===== src/rtl/alu_issue_decoder.sv =====
`default_nettype none
// ============================================================================
//  Module      : alu_issue_decoder
//  Description : Decodes RV32I register/immediate ALU instructions into ALU
//                commands. The decode is registered, and a two-entry skid
//                buffer (output register plus skid register) sits between the
//                valid/ready handshakes.
//  Revision    : 1.0 - initial release
// ============================================================================
module alu_issue_decoder (
    input  logic        clk,
    input  logic        rst,
    input  logic        in_valid,
    output logic        in_ready,
    input  logic [31:0] instr,
    input  logic [31:0] rs1_data,
    input  logic [31:0] rs2_data,
    output logic        out_valid,
    input  logic        out_ready,
    output logic [31:0] alu_a,
    output logic [31:0] alu_b,
    output logic [3:0]  alu_op,
    output logic [4:0]  rd,
    output logic        rd_we,
    output logic        illegal
);

    localparam logic [6:0] c_OPC_REG = 7'b0110011;
    localparam logic [6:0] c_OPC_IMM = 7'b0010011;
    localparam logic [6:0] c_F7_ZERO = 7'b0000000;
    localparam logic [6:0] c_F7_ALT  = 7'b0100000;

    localparam logic [3:0] c_OP_ADD = 4'b0000;
    localparam logic [3:0] c_OP_SUB = 4'b0001;
    localparam logic [3:0] c_OP_AND = 4'b0010;
    localparam logic [3:0] c_OP_OR  = 4'b0011;
    localparam logic [3:0] c_OP_XOR = 4'b0100;
    localparam logic [3:0] c_OP_SLL = 4'b0101;
    localparam logic [3:0] c_OP_SRL = 4'b0110;

    typedef struct packed {
        logic        illegal;
        logic [3:0]  op;
        logic [31:0] a;
        logic [31:0] b;
        logic [4:0]  rd;
        logic        we;
    } cmd_t;

    logic [6:0] w_opcode;
    logic [2:0] w_funct3;
    logic [6:0] w_funct7;
    logic       w_unused_rs1_field;
    cmd_t       w_dec;

    cmd_t out_q, out_d;
    cmd_t skid_q, skid_d;
    logic out_valid_q, out_valid_d;
    logic skid_valid_q, skid_valid_d;
    logic in_ready_q;

    logic w_in_fire;
    logic w_out_fire;

    assign w_opcode = instr[6:0];
    assign w_funct3 = instr[14:12];
    assign w_funct7 = instr[31:25];
    // The rs1 index is resolved upstream; only its data is consumed here.
    assign w_unused_rs1_field = ^instr[19:15];

    // in_ready is a registered "skid empty" flag, forced low while reset is held.
    assign in_ready   = in_ready_q & ~rst;
    assign w_in_fire  = in_valid & in_ready;
    assign w_out_fire = out_valid_q & out_ready;

    assign out_valid = out_valid_q;
    assign alu_a     = out_q.a;
    assign alu_b     = out_q.b;
    assign alu_op    = out_q.op;
    assign rd        = out_q.rd;
    assign rd_we     = out_q.we;
    assign illegal   = out_q.illegal;

    // Combinational decode of the presented instruction into an ALU command.
    always_comb begin
        logic       legal;
        logic [3:0] op;
        logic [31:0] b;
        legal = 1'b0;
        op    = c_OP_ADD;
        b     = rs2_data;
        if (w_opcode == c_OPC_REG) begin
            b = rs2_data;
            if (w_funct7 == c_F7_ZERO) begin
                legal = 1'b1;
                case (w_funct3)
                    3'b000:  op = c_OP_ADD;
                    3'b001:  op = c_OP_SLL;
                    3'b100:  op = c_OP_XOR;
                    3'b101:  op = c_OP_SRL;
                    3'b110:  op = c_OP_OR;
                    3'b111:  op = c_OP_AND;
                    default: legal = 1'b0;   // SLT / SLTU
                endcase
            end else if (w_funct7 == c_F7_ALT && w_funct3 == 3'b000) begin
                legal = 1'b1;
                op    = c_OP_SUB;
            end
        end else if (w_opcode == c_OPC_IMM) begin
            b = {{20{instr[31]}}, instr[31:20]};
            legal = 1'b1;
            case (w_funct3)
                3'b000: op = c_OP_ADD;
                3'b100: op = c_OP_XOR;
                3'b110: op = c_OP_OR;
                3'b111: op = c_OP_AND;
                3'b001: begin
                    op    = c_OP_SLL;
                    b     = {27'b0, instr[24:20]};
                    legal = (w_funct7 == c_F7_ZERO);
                end
                3'b101: begin
                    op    = c_OP_SRL;
                    b     = {27'b0, instr[24:20]};
                    legal = (w_funct7 == c_F7_ZERO);   // SRAI rejected
                end
                default: legal = 1'b0;  // SLTI / SLTIU
            endcase
        end

        w_dec.illegal = ~legal;
        w_dec.op      = legal ? op : 4'b0000;
        w_dec.a       = legal ? rs1_data : 32'b0;
        w_dec.b       = legal ? b : 32'b0;
        w_dec.rd      = instr[11:7];
        w_dec.we      = legal && (instr[11:7] != 5'd0);
    end

    // Skid-buffer next state: skid drains first, then new commands fill the
    // output register if it is free (or emptying), otherwise the skid.
    always_comb begin
        out_d        = out_q;
        out_valid_d  = out_valid_q;
        skid_d       = skid_q;
        skid_valid_d = skid_valid_q;
        if (skid_valid_q) begin
            if (w_out_fire) begin
                out_d        = skid_q;
                skid_valid_d = 1'b0;
            end
        end else if (w_in_fire) begin
            if (!out_valid_q || w_out_fire) begin
                out_d       = w_dec;
                out_valid_d = 1'b1;
            end else begin
                skid_d       = w_dec;
                skid_valid_d = 1'b1;
            end
        end else if (w_out_fire) begin
            out_valid_d = 1'b0;
        end
    end

    // State registers with synchronous reset clearing both entries.
    always_ff @(posedge clk) begin
        if (rst) begin
            out_q        <= '0;
            skid_q       <= '0;
            out_valid_q  <= 1'b0;
            skid_valid_q <= 1'b0;
            in_ready_q   <= 1'b1;
        end else begin
            out_q        <= out_d;
            skid_q       <= skid_d;
            out_valid_q  <= out_valid_d;
            skid_valid_q <= skid_valid_d;
            in_ready_q   <= ~skid_valid_d;
        end
    end

endmodule
`default_nettype wire


===== config.mk =====
export PLATFORM = sky130hd
export DESIGN_NAME = alu_issue_decoder
export DESIGN_NICKNAME = d
export VERILOG_FILES = /design/src/rtl/alu_issue_decoder.sv
export SDC_FILE = /design/constraint.sdc
export NUM_CORES = 1
export LEC_CHECK = 0
export ABC_AREA = 1
export BUFFER_PORTS_ARGS = -buffer_cell sky130_fd_sc_hd__buf_2
export CELL_PAD_IN_SITES_DETAIL_PLACEMENT = 0
export CELL_PAD_IN_SITES_GLOBAL_PLACEMENT = 1
export CORE_UTILIZATION = 43
export CTS_BUF_LIST = sky130_fd_sc_hd__clkbuf_8
export DETAILED_ROUTE_END_ITERATION = 16
export PLACE_DENSITY = 0.92
export SETUP_SLACK_MARGIN = 0.3
export SLEW_MARGIN = 10
export SYNTH_ARGS = -nofsm -noshare
export SYNTH_HDL_FRONTEND = slang
export SYNTH_SLANG_ARGS = --single-unit
export TNS_END_PERCENT = 1

===== constraint.sdc =====
create_clock -name clk -period 2.25 [get_ports clk]
set_input_delay 0 -clock clk [delete_from_list [all_inputs] [get_ports clk]]
set_output_delay 0 -clock clk [all_outputs]
set_load 0.02 [all_outputs]

==> results_dict.tcl <==
set metrics [dict create \
    max_freq_mhz 563.2 \
    critical_path.slowest_cell "dlygate4sd3_1" \
    finalWirelength_um 18720 \
    rows 46 \
    synth_area_leaders "dfxtp_1 42%, o21ai_0 12%, a21oi_1 11%, nand3_2 7.1%, nand2_1 6.5%" \
    slew_headroom_pct 50.22 \
    synth-seq-cells 151 \
    max_stage_delay_ns 0.53 \
    multi_input_area_mm2 0.003448 \
    crit_arrival_ns 2.11 \
    drc 0 \
    peakVddDrop_mv 0.4453 \
    design_area_mm2 0.009194 \
    cts-root-buf "clkbuf_8" \
    clock_latency_ns 0.45 \
    drv_slew 0 \
    drt_iter0_markers 399 \
    worst_hold_path_type "primary input to register" \
    status "completed" \
    post-route-period-util_pct 78.91 \
    cp-start-kind "primary input" \
    p_per_area_mw_per_mm2 622.3 \
    via_per_inst 5.108 \
    crit_chain "dlygate4sd3_1 > buf_2 > inv_1 > nand2_1 > o21ai_1 > nand2_8 > buf_12 > nand2_1 > a21oi_1" \
    synth_enable_flop_cells 0 \
    tightest_slew_ns 0.7467 \
    finalSetupViolCount 0 \
    worstSetupEndpointType "register" \
    seq_area_mm2 0.003027 \
    antenna_cells 0 \
    die_h_um 131.1 \
    required_ns 2.59 \
    async_flop_share_pct 0 \
    syn_area_mm2 0.007169 \
    fin_crit_ns 1.776 \
    r2r-start "skid_valid_q" \
    hold_end "skid_q[24]" \
    yosysSeqAreaShare_pct 42.16 \
    portBuffers 170 \
    core_mm2 0.01606 \
    layout_commonest_cell "buf_2" \
    vias 6824 \
    netlist.area_leader.share_pct 42.16 \
    gp_congestion 0.7817 \
    clock-sinks 151 \
    whs_path_depth 5 \
    worst_path_most_repeated_cell "nand2_1" \
    syn_inst 901 \
    groute.usage.overall_pct 21.98 \
    grt_pass1_vias 6315 \
    p_leak_uw 0.003769 \
    rsz0062_at_grt "false" \
    grt_pass1_wl_um 30990 \
    first_pass_iters 5 \
    ys_types 30 \
    reg2reg_slack_ns 0.58 \
    numCtsBuffers 17 \
    wl_per_cell_um 14.01 \
    syn_nets 1001 \
    chipWidth_um 131.1 \
    nNetsFinal 1207 \
    placed_area_mm2 0.007980 \
    synth_top_area_cell "dfxtp_1" \
    synth_top_flop_cell "dfxtp_1" \
    timing.rr.end "in_ready_q" \
    finalHoldViolCount 0 \
    dp_hpwl_um 10940 \
    fillers 1513 \
    rr_worst_depth 6 \
    crit_fanout 40 \
    htree_levels 4 \
    die_area_mm2 0.01719 \
    area_delta_synth_final_pct 28.24 \
    drv_cap 0 \
    clk_pin_slew_ns 0.08 \
    io_pins 177 \
    finalClockSkew_ns 0.01450 \
    hold_start "rs2_data[18]" \
    yosys_warnings 0 \
    tns_ns 0 \
    cts.path.max_buffers 2 \
    grt_max_degree 94 \
    overflow 0 \
    path_class "primary input to register" \
    cts_tree "done" \
    cts_setup_buffers 0 \
    critPathLaunch "instr[13]" \
    ant_nets 0 \
    layout-drive-gt1-share_pct 30.54 \
    start_util_pct 44.65 \
    antenna_found_initial 0 \
    syn_area_per_cell_um2 7.957 \
    final_cell_mix "170 x buf_2, 166 x o21ai_0, 164 x a21oi_1" \
]
## Yosys cell counts (all sizes together), types with 3 or more instances
cell type,count
inv,44
nor3,3
o21ai,178
dfxtp,151
a31oi,5
nand2,128
clkbuf,32
a21oi,214
nand3,72
nor2,17
buf,53
## per-stage QoR
step	hold slack [ns]	util, %	std cells	setup WS, ns	total power (uW)
after global routing	0.06619	57.25	1336	0.3769	5990
final	0.02306	57.25	1336	0.4744	5721
after floorplan	0.08700	-	901	0.5763	3362
after global placement	0.2486	49.70	1221	0.5681	3638
after CTS	0.002648	57.24	1336	0.4700	5781
after detailed placement	0.2451	49.70	1221	0.5045	3642
## worst max-delay path: cells and delay by family
kind,cells,cell delay [ns]
buffers and inverters,4,1.02
and+or+nand+nor,3,0.57
AOI/OAI and AO/OA,2,0.51
## kinds of logic (layout without fill, tap and decap cells)
logic type / count (synthesis) / after routing / share of synthesized area, %
AO/OA/AOI/OAI: 398 / 398 / 30.59
buffers and inverters: 129 / 348 / 9.983
flip-flops: 151 / 151 / 42.16
other: 1 / 1 / 0.05231
AND/OR/NAND/NOR: 222 / 222 / 17.21
## layout make-up
cell class	count	share of cell area, %
inverters	44	1.837
clock buffers	18	2.695
multi-input cells	621	37.51
flip-flops and latches	151	32.92
repair buffers	272	20.66
clock inverters	14	1.443
well taps	216	2.940
## timing repair
item                                    4_1_cts  5_1_grt
hold buffers                                 83        0
endpoints found under the setup margin        0        2
endpoints found under the hold margin       141        0
gates resized for setup                       0        1
## where the power goes
| part | total, uW | internal [uW] | leakage [uW] | switching, uW |
|---|---|---|---|---|
| combinational | 844 | 350 | 0.00233 | 494 |
| sequential | 2850 | 2790 | 0.00123 | 57.2 |
| clock | 2030 | 1000 | 0.000203 | 1030 |
| total | 5720 | 4140 | 0.00377 | 1580 |
## worst max path at each step
| stage | slack [ns] | depth (start not counted) | end |
|---|---|---|---|
| after global placement | 0.57 | 8 | skid_q[39] |
| final | 0.47 | 9 | skid_q[48] |
| after global routing | 0.38 | 9 | skid_q[39] |
| after CTS | 0.47 | 10 | alu_b[18] |
| after floorplan | 0.58 | 11 | alu_a[29] |
| after detailed placement | 0.50 | 9 | alu_b[18] |
## sequential cells by signal (all words and copies together), names as in the netlist
register / cells
skid_q: 74
illegal: 1
alu_op: 3
skid_valid_q: 1
out_valid: 1
rd: 5
alu_a: 32
in_ready_q: 1
rd_we: 1
alu_b: 32
## layer usage
metal	global-route usage (%)	part of all wire, %	vias to the layer above
li1	-	-	3505
met1	29.20	47	3126
met2	35.14	47	166
met3	4.090	4.2	27
met4	8.627	1.8	0
met5	0	0	-
(Power assumes the default switching activity.)
